`src/rtl/kpyd_tone_pkg.sv`:
```
// Shared types and constants for the keypad tone controller.
package kpyd_tone_pkg;

    typedef enum logic [1:0] {
        ST_IDLE       = 2'd0,
        ST_PRESS_DB   = 2'd1,
        ST_HELD       = 2'd2,
        ST_RELEASE_DB = 2'd3
    } db_state_t;

    // Candidate encoding: bit 4 set marks an empty pass with every row high.
    localparam logic [4:0] KEY_NONE = 5'h10;

    // Phase steps for a 32-bit accumulator; only codes 0-7 produce a tone.
    localparam logic [31:0] STEP_TABLE [16] = '{
        32'h0165_5D3A, 32'h0191_5C60, 32'h01C2_0A50, 32'h01DD_7F9B,
        32'h0216_0CF8, 32'h0257_3A52, 32'h02A0_7A7B, 32'h02CA_BA74,
        32'h0000_0000, 32'h0000_0000, 32'h0000_0000, 32'h0000_0000,
        32'h0000_0000, 32'h0000_0000, 32'h0000_0000, 32'h0000_0000
    };

endpackage

```
`src/rtl/kpyd_scan.sv`:
```
// Keypad column scanner: synchronizes rows, rotates the active-low column
// drive and reports the lowest pressed key code once per full pass.
module kpyd_scan
    import kpyd_tone_pkg::*;
#(
    parameter int scan_div_p = 1024
) (
    input  logic       clk_i,
    input  logic       reset_i,
    input  logic [3:0] kpyd_row_i,
    output logic [3:0] kpyd_col_o,
    output logic       pass_done,
    output logic [4:0] cand
);

    localparam int              CNT_W    = (scan_div_p > 1) ? $clog2(scan_div_p) : 1;
    localparam logic [CNT_W-1:0] CNT_LAST = CNT_W'(scan_div_p - 1);

    logic [3:0]       row_s1;
    logic [3:0]       row_s2;
    logic [CNT_W-1:0] scan_cnt;
    logic [1:0]       col_idx;
    logic [4:0]       best_q;
    logic [4:0]       best_next;
    logic [1:0]       row_idx;
    logic             col_hit;

    assign kpyd_col_o = ~(4'b0001 << col_idx);

    // Two-flop row synchronizer; idles high so nothing looks pressed out of reset.
    always_ff @(posedge clk_i or posedge reset_i) begin
        if (reset_i) begin
            row_s1 <= 4'hF;
            row_s2 <= 4'hF;
        end else begin
            row_s1 <= kpyd_row_i;
            row_s2 <= row_s1;
        end
    end

    // Columns are visited in ascending order, so the first hit of a pass is the lowest code.
    always_comb begin
        row_idx = 2'd0;
        col_hit = 1'b0;
        for (int r = 3; r >= 0; r--) begin
            if (!row_s2[r]) begin
                col_hit = 1'b1;
                row_idx = 2'(r);
            end
        end
        best_next = best_q;
        if (best_q[4] && col_hit) begin
            best_next = {1'b0, col_idx, row_idx};
        end
    end

    // Scan counter, column rotation and end-of-pass candidate hand-off.
    always_ff @(posedge clk_i or posedge reset_i) begin
        if (reset_i) begin
            scan_cnt  <= '0;
            col_idx   <= 2'd0;
            best_q    <= KEY_NONE;
            cand      <= KEY_NONE;
            pass_done <= 1'b0;
        end else begin
            pass_done <= 1'b0;
            if (scan_cnt == CNT_LAST) begin
                scan_cnt <= '0;
                col_idx  <= col_idx + 2'd1;
                if (col_idx == 2'd3) begin
                    cand      <= best_next;
                    pass_done <= 1'b1;
                    best_q    <= KEY_NONE;
                end else begin
                    best_q <= best_next;
                end
            end else begin
                scan_cnt <= scan_cnt + CNT_W'(1);
            end
        end
    end

endmodule

```
`src/rtl/kpyd_tone_ctrl.sv`:
```
// Keypad-driven tone controller: debounces scanned keys and hands the sine
// generator a phase step that only changes on stereo frame boundaries.
module kpyd_tone_ctrl
    import kpyd_tone_pkg::*;
#(
    parameter int scan_div_p = 1024,
    parameter int debounce_p = 4
) (
    input  logic        clk_i,
    input  logic        reset_i,
    input  logic [3:0]  kpyd_row_i,
    output logic [3:0]  kpyd_col_o,
    input  logic        frame_done_i,
    output logic [31:0] step_o,
    output logic        step_update_o,
    output logic        key_valid_o,
    output logic [3:0]  key_code_o
);

    localparam int              DB_W    = (debounce_p > 1) ? $clog2(debounce_p) : 1;
    localparam logic [DB_W-1:0] DB_LAST = DB_W'(debounce_p - 1);

    logic        pass_done;
    logic [4:0]  cand;
    db_state_t   db_state;
    logic [DB_W-1:0] db_cnt;
    logic [3:0]  press_code;
    logic [31:0] target;

    kpyd_scan #(
        .scan_div_p (scan_div_p)
    ) u_scan (
        .clk_i      (clk_i),
        .reset_i    (reset_i),
        .kpyd_row_i (kpyd_row_i),
        .kpyd_col_o (kpyd_col_o),
        .pass_done  (pass_done),
        .cand       (cand)
    );

    // Match count holds passes seen so far minus nothing; the last match is detected
    // one short of debounce_p so the counter never needs to hold debounce_p itself.
    always_ff @(posedge clk_i or posedge reset_i) begin
        if (reset_i) begin
            db_state    <= ST_IDLE;
            db_cnt      <= '0;
            press_code  <= 4'd0;
            key_valid_o <= 1'b0;
            key_code_o  <= 4'd0;
        end else if (pass_done) begin
            case (db_state)
                ST_IDLE: begin
                    if (!cand[4]) begin
                        db_state   <= ST_PRESS_DB;
                        press_code <= cand[3:0];
                        db_cnt     <= DB_W'(1);
                    end
                end
                ST_PRESS_DB: begin
                    if (cand[4]) begin
                        db_state <= ST_IDLE;
                        db_cnt   <= '0;
                    end else if (cand[3:0] == press_code) begin
                        if (db_cnt >= DB_LAST) begin
                            db_state    <= ST_HELD;
                            key_code_o  <= press_code;
                            key_valid_o <= 1'b1;
                            db_cnt      <= '0;
                        end else begin
                            db_cnt <= db_cnt + DB_W'(1);
                        end
                    end else begin
                        press_code <= cand[3:0];
                        db_cnt     <= DB_W'(1);
                    end
                end
                ST_HELD: begin
                    if (cand != {1'b0, key_code_o}) begin
                        db_state <= ST_RELEASE_DB;
                        db_cnt   <= DB_W'(1);
                    end
                end
                ST_RELEASE_DB: begin
                    if (cand == {1'b0, key_code_o}) begin
                        db_state <= ST_HELD;
                        db_cnt   <= '0;
                    end else if (db_cnt >= DB_LAST) begin
                        db_state    <= ST_IDLE;
                        key_valid_o <= 1'b0;
                        db_cnt      <= '0;
                    end else begin
                        db_cnt <= db_cnt + DB_W'(1);
                    end
                end
                default: begin
                    db_state <= ST_IDLE;
                    db_cnt   <= '0;
                end
            endcase
        end
    end

    assign target = key_valid_o ? STEP_TABLE[key_code_o] : 32'd0;

    // Step only moves on a frame boundary, taking the target as it stood before that edge.
    always_ff @(posedge clk_i or posedge reset_i) begin
        if (reset_i) begin
            step_o        <= 32'd0;
            step_update_o <= 1'b0;
        end else begin
            step_update_o <= 1'b0;
            if (frame_done_i && (target != step_o)) begin
                step_o        <= target;
                step_update_o <= 1'b1;
            end
        end
    end

endmodule
```
`config.mk`:
```
export PLATFORM = sky130hd
export DESIGN_NAME = kpyd_tone_ctrl
export DESIGN_NICKNAME = d
export VERILOG_FILES = /design/src/rtl/kpyd_tone_pkg.sv /design/src/rtl/kpyd_scan.sv /design/src/rtl/kpyd_tone_ctrl.sv
export SDC_FILE = /design/constraint.sdc
export NUM_CORES = 1
export LEC_CHECK = 0
export CAP_MARGIN = 15
export CORE_MARGIN = 5
export CORE_UTILIZATION = 50
export DETAILED_ROUTE_END_ITERATION = 6
export PLACE_DENSITY = 0.86
export SYNTH_ARGS = -nofsm -noshare
export SYNTH_HDL_FRONTEND = slang
export SYNTH_SLANG_ARGS = --single-unit
export TNS_END_PERCENT = 100
```
`constraint.sdc`:
```
create_clock -name clk_i -period 3.05 [get_ports clk_i]
set_input_delay 0.7625 -clock clk_i [delete_from_list [all_inputs] [get_ports clk_i]]
set_output_delay 0.7625 -clock clk_i [all_outputs]
set_load 0.02 [all_outputs]
```
==> impl_metrics.ini <==
[grt]
grt.overflow.total = 0
grt_use_total = 0.176
grt_pass1_vias = 2941
antenna_found_initial = 0
grt_max_degree = 33
grt_first_pass_wirelength_um = 13800

[die]
coreArea_sq_um = 7330
rows = 31
start_util = 0.522
die_area_sq_um = 9500
die_y_um = 97.5
io_pins = 49
die_width_um = 97.5

[power]
p_seq_frac = 0.519
vdd.ir_drop.worst_mv = 0.296
p_comb_frac = 0.076
power_frac_clock = 0.405
internal-power_w = 0.00136
p_leak_nw = 2.11
power_density_nw_per_um2 = 386
switching_share = 0.259
p_sw_w = 0.000474

[final_layout]
antennaDiodeCount = 0
final_common_cell = dfrtp_1
mostFrequentLayoutCells = dfrtp_1, clkdlybuf4s50_1, nand2_1
fill_cells = 547
layout-drive-gt1-share = 0.211
area_growth_pct = 24.2
nets = 456
fin_cells = 540
final_core_util = 0.648

[critical_path]
cp-start-kind = flop
critPathArrivalTime_ns = 3.21
critical_path_class = flop to flop
end_kind = flop
critical_path_peak_fanout = 8
worst_ep_required_time_ns = 3.29

[yosys]
syn-cell-area_sq_um = 3820
synth.distinct_cells = 54
ys_ff_latch = 70
ys_seq_area_frac = 0.461
yosys_warnings = 0
syn_inst = 371
synth_edf_count = 0
async_flop_share = 1.00
avgSynthCellArea_sq_um = 10.3
synthFlopType = dfrtp_1

[cts]
clockBufferDepth = 2
cts-buffers-inserted = 9
root_buffer = clkbuf_8
ctsHoldBuffers = 0
cts_max_level = 3
cts_tree = done
cts_sinks = 70
clkTransAtPathRegs_ns = 0.08
clk_latency_ns = 0.36

[route]
post_drt_wl_per_cell_um = 16.1
postRouteAntennaNets = 0
drcViolationCount = 0
drt-total-wl_um = 8720
dr_total_vias = 2981
drt_iter0_drc = 118
first_pass_iters = 5
drt-vias-per-instance = 5.52

[timing]
min_period_ns = 2.97
relSlewSlack = 0.543
fmax_ghz = 0.336
setup_slack_ns = 0.0781
finalSetupViolations = 0
holdWs_ns = 0.358
finalCritPeriodShare = 0.974
tns_ns = 0
skew_ns = 0.00857
slew_violations = 0
tightest_slew_ns = 0.678
hold_viol_final = 0

[placed_design]
pre_cts_slack_ns = 0.0763
dpl.hpwl_um = 5860
gp_congestion = 0.921
port_buffers = 42
place_inst = 510

[min_path]
hp-class = flop to flop

[outcome]
status = completed

[run]
maxCapViolations = 0
==> per-stage QoR <==
| stage | total power [W] | instance area, sq um |
|---|---|---|
| 6_report | 0.00183 | 4750 |
| 5_1_grt | 0.00191 | 4750 |
| 4_1_cts | 0.00182 | 4560 |
| 3_5_place_dp | 0.00108 | 4360 |
| 3_3_place_gp | 0.00108 | 4360 |
| 2_1_floorplan | 0.00105 | 3850 |
==> flip-flops by register name (all words and copies together) (netlist names) <==
register and flops:
u_scan.best_q 5, db_cnt 2, db_state 2, u_scan.pass_done 1
u_scan.cand 5, key_valid_o 1, press_code 4, key_code_o 4
step_o 25, u_scan.row_s2 4, u_scan.col_idx 2, u_scan.scan_cnt 10
step_update_o 1, u_scan.row_s1 4
==> power groups by stage <==
stage | registers (W) | logic (W) | clock network (W)
finish | 0.000951 | 0.000139 | 0.000742
global route | 0.000953 | 0.000150 | 0.000805
CTS | 0.000951 | 0.000113 | 0.000754
detailed placement | 0.000969 | 0.000113 | 0
global placement | 0.000968 | 0.000110 | 0
floorplan | 0.000975 | 0.0000715 | 0
==> Yosys cell counts (all sizes together), types with 2 or more instances <==
cell type	instances	area (sq um)
dfrtp	60	1500
nand2	30	115
inv	23	88.8
mux2	21	244
nor2	21	78.8
xnor2	20	175
o21ai	18	90.1
buf	17	131
nand3	15	75.1
nor3	15	75.1
a21oi	13	65.1
ha	13	163
xor2	12	105
nand2b	11	76.3
dfstp	10	263
mux2i	8	80.1
o2bb2ai	7	61.3
nand4	6	37.5
clkbuf	5	18.8
o31ai	5	51.3
and2	4	25.0
a22o	3	26.3
nor2b	3	18.8
o211ai	3	27.5
a2111oi	2	30.0
a211oi	2	15.0
a21o	2	15.0
and3	2	12.5
nor4	2	12.5
o21a	2	15.0
or3	2	12.5
or4	2	15.0
==> worst max-delay path, stage by stage (launching register included) <==
cell      delay [ns]
dfrtp_2         0.48
clkinv_4        0.13
ha_1            0.22
nor2b_1         0.16
a211oi_2        0.23
xor2_1          0.12
nor3_1          0.32
nand4_1         0.24
o31ai_4         0.36
clkinv_4        0.10
buf_4           0.19
mux2_1          0.31
==> worst paths after layout <==
| check | to | start | cells after the start | slack, ns |
|---|---|---|---|---|
| setup / recovery | step_o[9] | key_code_o[1] | 11 | 0.08 |
| hold / removal | u_scan.row_s2[0] | u_scan.row_s1[0] | 0 | 0.36 |
| setup reg to reg | step_o[9] | key_code_o[1] | 11 | 0.08 |
| hold reg to reg | u_scan.row_s2[0] | u_scan.row_s1[0] | 0 | 0.36 |
| max in group asynchronous | u_scan.row_s1[3] | reset_i | 3 | 1.53 |
| min in group asynchronous | step_o[4] | reset_i | 2 | 0.82 |
==> layer usage <==
metal  track usage  up-vias  wire length (um)
met5             0        -                 0
met4        0.0596        0               248
met3        0.0524       28               507
met2         0.323      116              4660
met1         0.193     1426              3300
li1              -     1411                 -
==> logic make-up after synthesis <==
family / count (synthesis) / share of synthesized area
AO/OA/AOI/OAI: 64 / 0.121
other: 1 / 0.000981
AND/OR/NAND/NOR: 117 / 0.153
buffers and inverters: 45 / 0.0625
flip-flops: 70 / 0.461
XOR/XNOR: 32 / 0.0733
multiplexers: 29 / 0.0848
adder cells (fa/ha/maj): 13 / 0.0425
==> cell type report <==
class	count	area, sq um	area share
repair buffers	71	643	0.135
clock buffers	10	149	0.0313
inverters	23	98.8	0.0208
clock inverters	6	50.0	0.0105
well taps	99	124	0.0261
flip-flops and latches	70	1770	0.372
multi-input cells	261	1920	0.403
==> timing repair <==
item                       4_1_cts  5_1_grt
hold endpoints to repair         0        0
resized for setup                0       20
buffers inserted                 0       14
setup endpoints to repair        0       10
(Power assumes the default switching activity.)
